<file path="src/rtl/vga_pixel_pipe.sv">
// vga_pixel_pipe: parametrised VGA timing, scaled framebuffer fetch and colour-bar output.
// Ports: clk/rst (async, active high), pix_en strobe, enable, test_pattern,
//        fb_rd/fb_addr/fb_data framebuffer read port, red/green/blue, hsync, vsync, frame_start.
module vga_pixel_pipe #(
  parameter int H_ACTIVE    = 640,
  parameter int H_FP        = 16,
  parameter int H_SYNC      = 96,
  parameter int H_BP        = 48,
  parameter int V_ACTIVE    = 480,
  parameter int V_FP        = 10,
  parameter int V_SYNC      = 2,
  parameter int V_BP        = 33,
  parameter bit HSYNC_POL   = 1'b0,
  parameter bit VSYNC_POL   = 1'b0,
  parameter int COLOR_W     = 5,
  parameter int SCALE_SHIFT = 2,
  parameter int ADDR_W      = 15
) (
  input  logic                 clk,
  input  logic                 rst,
  input  logic                 pix_en,
  input  logic                 enable,
  input  logic                 test_pattern,
  output logic                 fb_rd,
  output logic [ADDR_W-1:0]    fb_addr,
  input  logic [3*COLOR_W-1:0] fb_data,
  output logic [COLOR_W-1:0]   red,
  output logic [COLOR_W-1:0]   green,
  output logic [COLOR_W-1:0]   blue,
  output logic                 hsync,
  output logic                 vsync,
  output logic                 frame_start
);

  localparam int FB_W    = H_ACTIVE >> SCALE_SHIFT;
  localparam int H_TOTAL = H_ACTIVE + H_FP + H_SYNC + H_BP;
  localparam int V_TOTAL = V_ACTIVE + V_FP + V_SYNC + V_BP;
  localparam int HC_W    = $clog2(H_TOTAL + 1);
  localparam int VC_W    = $clog2(V_TOTAL + 1);
  localparam int BAR_LEN = H_ACTIVE / 8;
  localparam int BC_W    = (BAR_LEN > 1) ? $clog2(BAR_LEN) : 1;

  localparam logic [HC_W-1:0] H_ACT_C  = HC_W'(H_ACTIVE);
  localparam logic [HC_W-1:0] H_LAST_C = HC_W'(H_TOTAL - 1);
  localparam logic [HC_W-1:0] HS_BEG_C = HC_W'(H_ACTIVE + H_FP);
  localparam logic [HC_W-1:0] HS_END_C = HC_W'(H_ACTIVE + H_FP + H_SYNC);
  localparam logic [VC_W-1:0] V_ACT_C  = VC_W'(V_ACTIVE);
  localparam logic [VC_W-1:0] V_LAST_C = VC_W'(V_TOTAL - 1);
  localparam logic [VC_W-1:0] VS_BEG_C = VC_W'(V_ACTIVE + V_FP);
  localparam logic [VC_W-1:0] VS_END_C = VC_W'(V_ACTIVE + V_FP + V_SYNC);
  localparam logic [VC_W-1:0] V_MASK_C = VC_W'((1 << SCALE_SHIFT) - 1);
  localparam logic [BC_W-1:0] BC_LAST_C = BC_W'(BAR_LEN - 1);
  localparam logic [ADDR_W-1:0] FB_W_C  = ADDR_W'(FB_W);

  logic [HC_W-1:0]   r_h;
  logic [VC_W-1:0]   r_v;
  logic [ADDR_W-1:0] r_row_base;
  logic [BC_W-1:0]   r_bar_cnt;
  logic [2:0]        r_bar;

  logic              r_fb_rd;
  logic [ADDR_W-1:0] r_fb_addr;

  logic              r_p_active;
  logic [2:0]        r_p_bar;
  logic              r_p_hs;
  logic              r_p_vs;
  logic              r_p_first;

  logic [COLOR_W-1:0] r_red;
  logic [COLOR_W-1:0] r_green;
  logic [COLOR_W-1:0] r_blue;
  logic               r_hsync;
  logic               r_vsync;
  logic               r_frame_start;

  logic              w_active;
  logic              w_hs;
  logic              w_vs;
  logic              w_h_last;
  logic              w_v_last;
  logic [VC_W-1:0]   w_v_next;
  logic              w_row_step;
  logic [ADDR_W-1:0] w_addr;

  assign w_active = (r_h < H_ACT_C) && (r_v < V_ACT_C);
  assign w_hs     = (r_h >= HS_BEG_C) && (r_h < HS_END_C);
  assign w_vs     = (r_v >= VS_BEG_C) && (r_v < VS_END_C);
  assign w_h_last = (r_h == H_LAST_C);
  assign w_v_last = (r_v == V_LAST_C);
  assign w_v_next = r_v + VC_W'(1);
  // next line starts a new framebuffer row when its low scale bits are zero
  assign w_row_step = ((w_v_next & V_MASK_C) == '0);
  assign w_addr   = r_row_base + ADDR_W'(r_h >> SCALE_SHIFT);

  always_ff @(posedge clk or posedge rst) begin
    if (rst) begin
      r_h           <= '0;
      r_v           <= '0;
      r_row_base    <= '0;
      r_bar_cnt     <= '0;
      r_bar         <= '0;
      r_fb_rd       <= 1'b0;
      r_fb_addr     <= '0;
      r_p_active    <= 1'b0;
      r_p_bar       <= '0;
      r_p_hs        <= 1'b0;
      r_p_vs        <= 1'b0;
      r_p_first     <= 1'b0;
      r_red         <= '0;
      r_green       <= '0;
      r_blue        <= '0;
      r_hsync       <= ~HSYNC_POL;
      r_vsync       <= ~VSYNC_POL;
      r_frame_start <= 1'b0;
    end else begin
      r_fb_rd       <= 1'b0;
      r_frame_start <= 1'b0;
      if (pix_en) begin
        // stage 0: request the pixel, capture its attributes
        r_fb_rd <= w_active;
        if (w_active) begin
          r_fb_addr <= w_addr;
        end
        r_p_active <= w_active;
        r_p_bar    <= r_bar;
        r_p_hs     <= w_hs;
        r_p_vs     <= w_vs;
        r_p_first  <= (r_h == '0) && (r_v == '0);

        // stage 1: present the pixel captured on the previous strobe
        r_frame_start <= r_p_first;
        r_hsync <= r_p_hs ? HSYNC_POL : ~HSYNC_POL;
        r_vsync <= r_p_vs ? VSYNC_POL : ~VSYNC_POL;
        if (!r_p_active || !enable) begin
          r_red   <= '0;
          r_green <= '0;
          r_blue  <= '0;
        end else if (test_pattern) begin
          r_red   <= {COLOR_W{r_p_bar[2]}};
          r_green <= {COLOR_W{r_p_bar[1]}};
          r_blue  <= {COLOR_W{r_p_bar[0]}};
        end else begin
          r_red   <= fb_data[3*COLOR_W-1:2*COLOR_W];
          r_green <= fb_data[2*COLOR_W-1:COLOR_W];
          r_blue  <= fb_data[COLOR_W-1:0];
        end

        // counters
        if (w_h_last) begin
          r_h       <= '0;
          r_bar_cnt <= '0;
          r_bar     <= '0;
          if (w_v_last) begin
            r_v        <= '0;
            r_row_base <= '0;
          end else begin
            r_v <= w_v_next;
            if (w_row_step) begin
              r_row_base <= r_row_base + FB_W_C;
            end
          end
        end else begin
          r_h <= r_h + HC_W'(1);
          // bar index past the active area is never displayed
          if (r_bar_cnt == BC_LAST_C) begin
            r_bar_cnt <= '0;
            r_bar     <= r_bar + 3'd1;
          end else begin
            r_bar_cnt <= r_bar_cnt + BC_W'(1);
          end
        end
      end
    end
  end

  assign fb_rd       = r_fb_rd;
  assign fb_addr     = r_fb_addr;
  assign red         = r_red;
  assign green       = r_green;
  assign blue        = r_blue;
  assign hsync       = r_hsync;
  assign vsync       = r_vsync;
  assign frame_start = r_frame_start;

endmodule

</file>
<file path="config.mk">
export PLATFORM = sky130hd
export DESIGN_NAME = vga_pixel_pipe
export DESIGN_NICKNAME = d
export VERILOG_FILES = /design/src/rtl/vga_pixel_pipe.sv
export SDC_FILE = /design/constraint.sdc
export NUM_CORES = 1
export LEC_CHECK = 0
export ABC_AREA = 0
export CAP_MARGIN = 5
export CORE_ASPECT_RATIO = 2
export CORE_MARGIN = 2
export CORE_UTILIZATION = 35
export CTS_CLUSTER_DIAMETER = 80
export CTS_CLUSTER_SIZE = 12
export DETAILED_ROUTE_END_ITERATION = 7
export PLACE_DENSITY = 0.59
export SLEW_MARGIN = 20
export SYNTH_ARGS = -nofsm -noshare
export SYNTH_HDL_FRONTEND = slang
export SYNTH_SLANG_ARGS = --single-unit
</file>
<file path="constraint.sdc">
create_clock -name clk -period 2.7 [get_ports clk]
set_clock_uncertainty 0.05 [all_clocks]
set_input_delay 0.405 -clock clk [delete_from_list [all_inputs] [get_ports clk]]
set_output_delay 0.405 -clock clk [all_outputs]
set_load 0.005 [all_outputs]
</file>
==> key figures <==
Worst setup path
  – Nature of the critical path endpoint: flip-flop
  – Worst setup SP type: flip-flop
  – WP data required: 2.87 ns
  – Critical Path Fanout Max: 10
  – Arr. time, crit path: 2.36 ns
  – Worst setup path class: reg -> reg
  – Cell depth of the worst flop-to-flop path: 5
  – Worst R2R Start: r_h[8]$_DFFE_PP0P_
  – Reg2reg setup slack: 0.51 ns
  – RR Endpoint: fb_addr[12]$_DFFE_PP0P_

Floorplanning
  – Core area: approximately 0.011 sq mm
  – Initial core utilization: 0.3605
  – Number of cell rows: 54
  – # IOs: 54
  – Die footprint: about 0.012 sq mm
  – Die X: just under 80 microns
  – Height of the die: roughly 150 microns

CTS
  – CTS tree: yes
  – Clock Tree Buf Depth: 2
  – Htree depth: 3
  – # Post-CTS Setup Buffers: 0
  – CTS Buf Count: 9
  – Post_cts resized: 0
  – Root Buffer: clkbuf_16
  – Hold-fix buffers, CTS: 0
  – Worst skew pair latency: 0.34 ns
  – Worst-path clk slew: 0.06 ns
  – Clock sink total: 81

Final layout
  – Area growth syn-to-layout: 26.16%
  – Commonest non-fill, non-tap cell in the layout: dfrtp_1
  – Layout cell share with drive strength beyond 1: 0.1086
  – Final Util: 0.4548
  – Commonest non-fill, non-tap cells in the layout: dfrtp_1, clkdlybuf4s50_1, inv_1
  – Antenna cell count: 0
  – Final net count: roughly 480
  – Finished Layout Cells: 591

Logic synthesis
  – Synth Register Bits: 81
  – Post-Synth Simple-Gate Area: 0.1852
  – Mapped Area: ~0.0039 sq mm
  – Main combinational cell family by area after synthesis: simple AND/OR/NAND/NOR gates
  – Mux contribution to synthesized area: 0.04122
  – Synth Area per Inst: around 10 sq um
  – Synth Area in XOR/XNOR: 0.06436
  – Predominant post-synthesis flop cell: dfrtp_1
  – Post-Syn Nets: 422
  – Number of synthesized flops with an enable pin: 0
  – Unique masters post-synth: 46
  – Post-synthesis adder-cell area fraction: 0.03488
  – Synth warn: 0
  – Mapped Cells: around 390
  – Synth async-reset ratio: 1.000
  – Register area share after synthesis: 0.5143
  – Synth Area in Compound Gates: 0.1094

Timing
  – Fmax achieved: roughly 0.46 GHz
  – Setup tns final: 0 ns
  – Worst hold margin: 0.3743 ns
  – Final Hold Fails: 0
  – Crit share post-route: 0.8113
  – Slew Viols, Final: 0
  – Worst Tran Pin Value: a little under 0.7 ns
  – RSZ-0062 raised after global routing: no
  – Final setup violation count: 0
  – Post-layout minimum cycle time: 2.191 ns
  – Slew HR: 0.5427

Global route
  – Grt met1 use: 0.1732
  – Initial antenna violation count: 0
  – Met3 Use GR: 0.04167
  – Vias in the first global route: between 3k and 4k
  – Largest net degree at the start of global routing: 82
  – Tot GR Track Use: 0.1694
  – First-pass GRT wire length: 16.04 mm
  – Grt met2 use: 0.3140
  – GR peak layer: met2
  – Total gr overflow: 0

Worst hold path
  – Worst hold start: r_p_vs$_DFFE_PP0P_
  – Hold path cells: 1
  – Hold path endpoint: vsync$_DFFE_PP1P_
  – Worst Hold Class: reg -> reg

Drt
  – Detailed-route wire length per cell: between 15 and 20 microns
  – Drt total wl: 9.617 mm
  – Via density: approximately 5.2
  – Via Count: a little over 3k
  – DR pass1 iterations: 5
  – DR iter-0 viols: around 140
  – DRC: 0
  – Detail Route Antenna Nets: 0

Power
  – Tot Pwr: 0.003244 W
  – Worst IR Drop VDD: 0.3248 mV
  – LEAKAGE: 2.108 nW
  – PwrDens: 651.6 mW/mm^2

Place
  – DP Cell Count: between 500 and 600
  – IO Port Bufs: between 50 and 60
  – Placer Congestion: 0.8263
  – DP HPWL: 6.988 mm

Run
  – Max Cap Violations: 0

Outcome
  – Outcome: finished, final reports clean
routing by layer:
metal,part of all wire,vias to the layer above
li1,-,1476
met1,0.37,1512
met2,0.56,68
met3,0.037,19
met4,0.031,0
met5,0,-
synth_stat cells, drive strengths merged (2+ instances only):
cell type  count  share of area
o21ai         20          0.025
nand2         28          0.027
and4           5          0.011
mux2i          5          0.013
or2            2         0.0032
buf            5         0.0060
nand4         10          0.020
xor2          11          0.024
nor4b          2         0.0044
nor3          10          0.014
xnor2         18          0.040
or4            3         0.0067
nor2          24          0.023
dfstp          2          0.013
nand3         18          0.023
dfrtp         79           0.50
nor4           8          0.016
and3           2         0.0032
o22ai         20          0.032
ha            11          0.035
a21oi         24          0.030
mux2          10          0.029
o31ai          5         0.0095
nor2b          3         0.0048
a211oi         2         0.0038
clkbuf        16          0.015
and2           4         0.0063
inv           31          0.029
registers in the layout, indices dropped and copies added (netlist names), 3 cells and up:
name	flops
r_p_bar	3
r_row_base	10
green	5
blue	5
r_h	10
r_bar_cnt	7
r_v	10
r_bar	3
red	5
fb_addr	15
worst max-delay path by stage:
stage / start / to / cells past startpoint
2_1_floorplan: rst / blue[0]$_DFFE_PP0P_ / 1
3_3_place_gp: pix_en / r_row_base[11]$_DFFE_PP0P_ / 5
3_5_place_dp: pix_en / r_row_base[9]$_DFFE_PP0P_ / 5
4_1_cts: r_h[8]$_DFFE_PP0P_ / fb_addr[11]$_DFFE_PP0P_ / 5
5_1_grt: r_h[8]$_DFFE_PP0P_ / fb_addr[11]$_DFFE_PP0P_ / 5
6_report: r_h[8]$_DFFE_PP0P_ / fb_addr[12]$_DFFE_PP0P_ / 5
critical path, stage by stage, from the launching register on:
cell	delay (ns)
dfrtp_1	0.50
ha_1	0.39
a211oi_1	0.62
nor3_1	0.16
xnor2_1	0.24
o21ai_0	0.11
final cells by class:
| type | count | area, sq um |
|---|---|---|
| Fill cell | 1060 | 5967 |
| Clock buffer | 11 | 242.7 |
| Inverter | 31 | 117.6 |
| Multi-Input combinational cell | 258 | 1717 |
| Tap cell | 140 | 175.2 |
| Clock inverter | 5 | 63.81 |
| Timing Repair Buffer | 65 | 633.1 |
| Sequential cell | 81 | 2029 |
logic make-up after synthesis:
family | Yosys count
DFF | 81
AOI/OAI and AO/OA | 75
xor gates and xnor gates | 29
and+or+nand+nor | 128
muxes | 15
adders and majority gates | 11
buffers and inverters | 52
per-stage QoR:
step	setup slack, ns	area (sq um)
after floorplan	0.1682	3946
after global placement	0.2967	4672
after detailed placement	0.2543	4672
after CTS	0.4839	4979
after global routing	0.3423	4979
final	0.5095	4979
where the power goes:
group	total, W	internal, W	switching, W
Clock	0.00125	0.000748	0.000498
Combinational	0.000491	0.000257	0.000234
Sequential	0.00151	0.00134	0.000163
(Power assumes the default switching activity.)
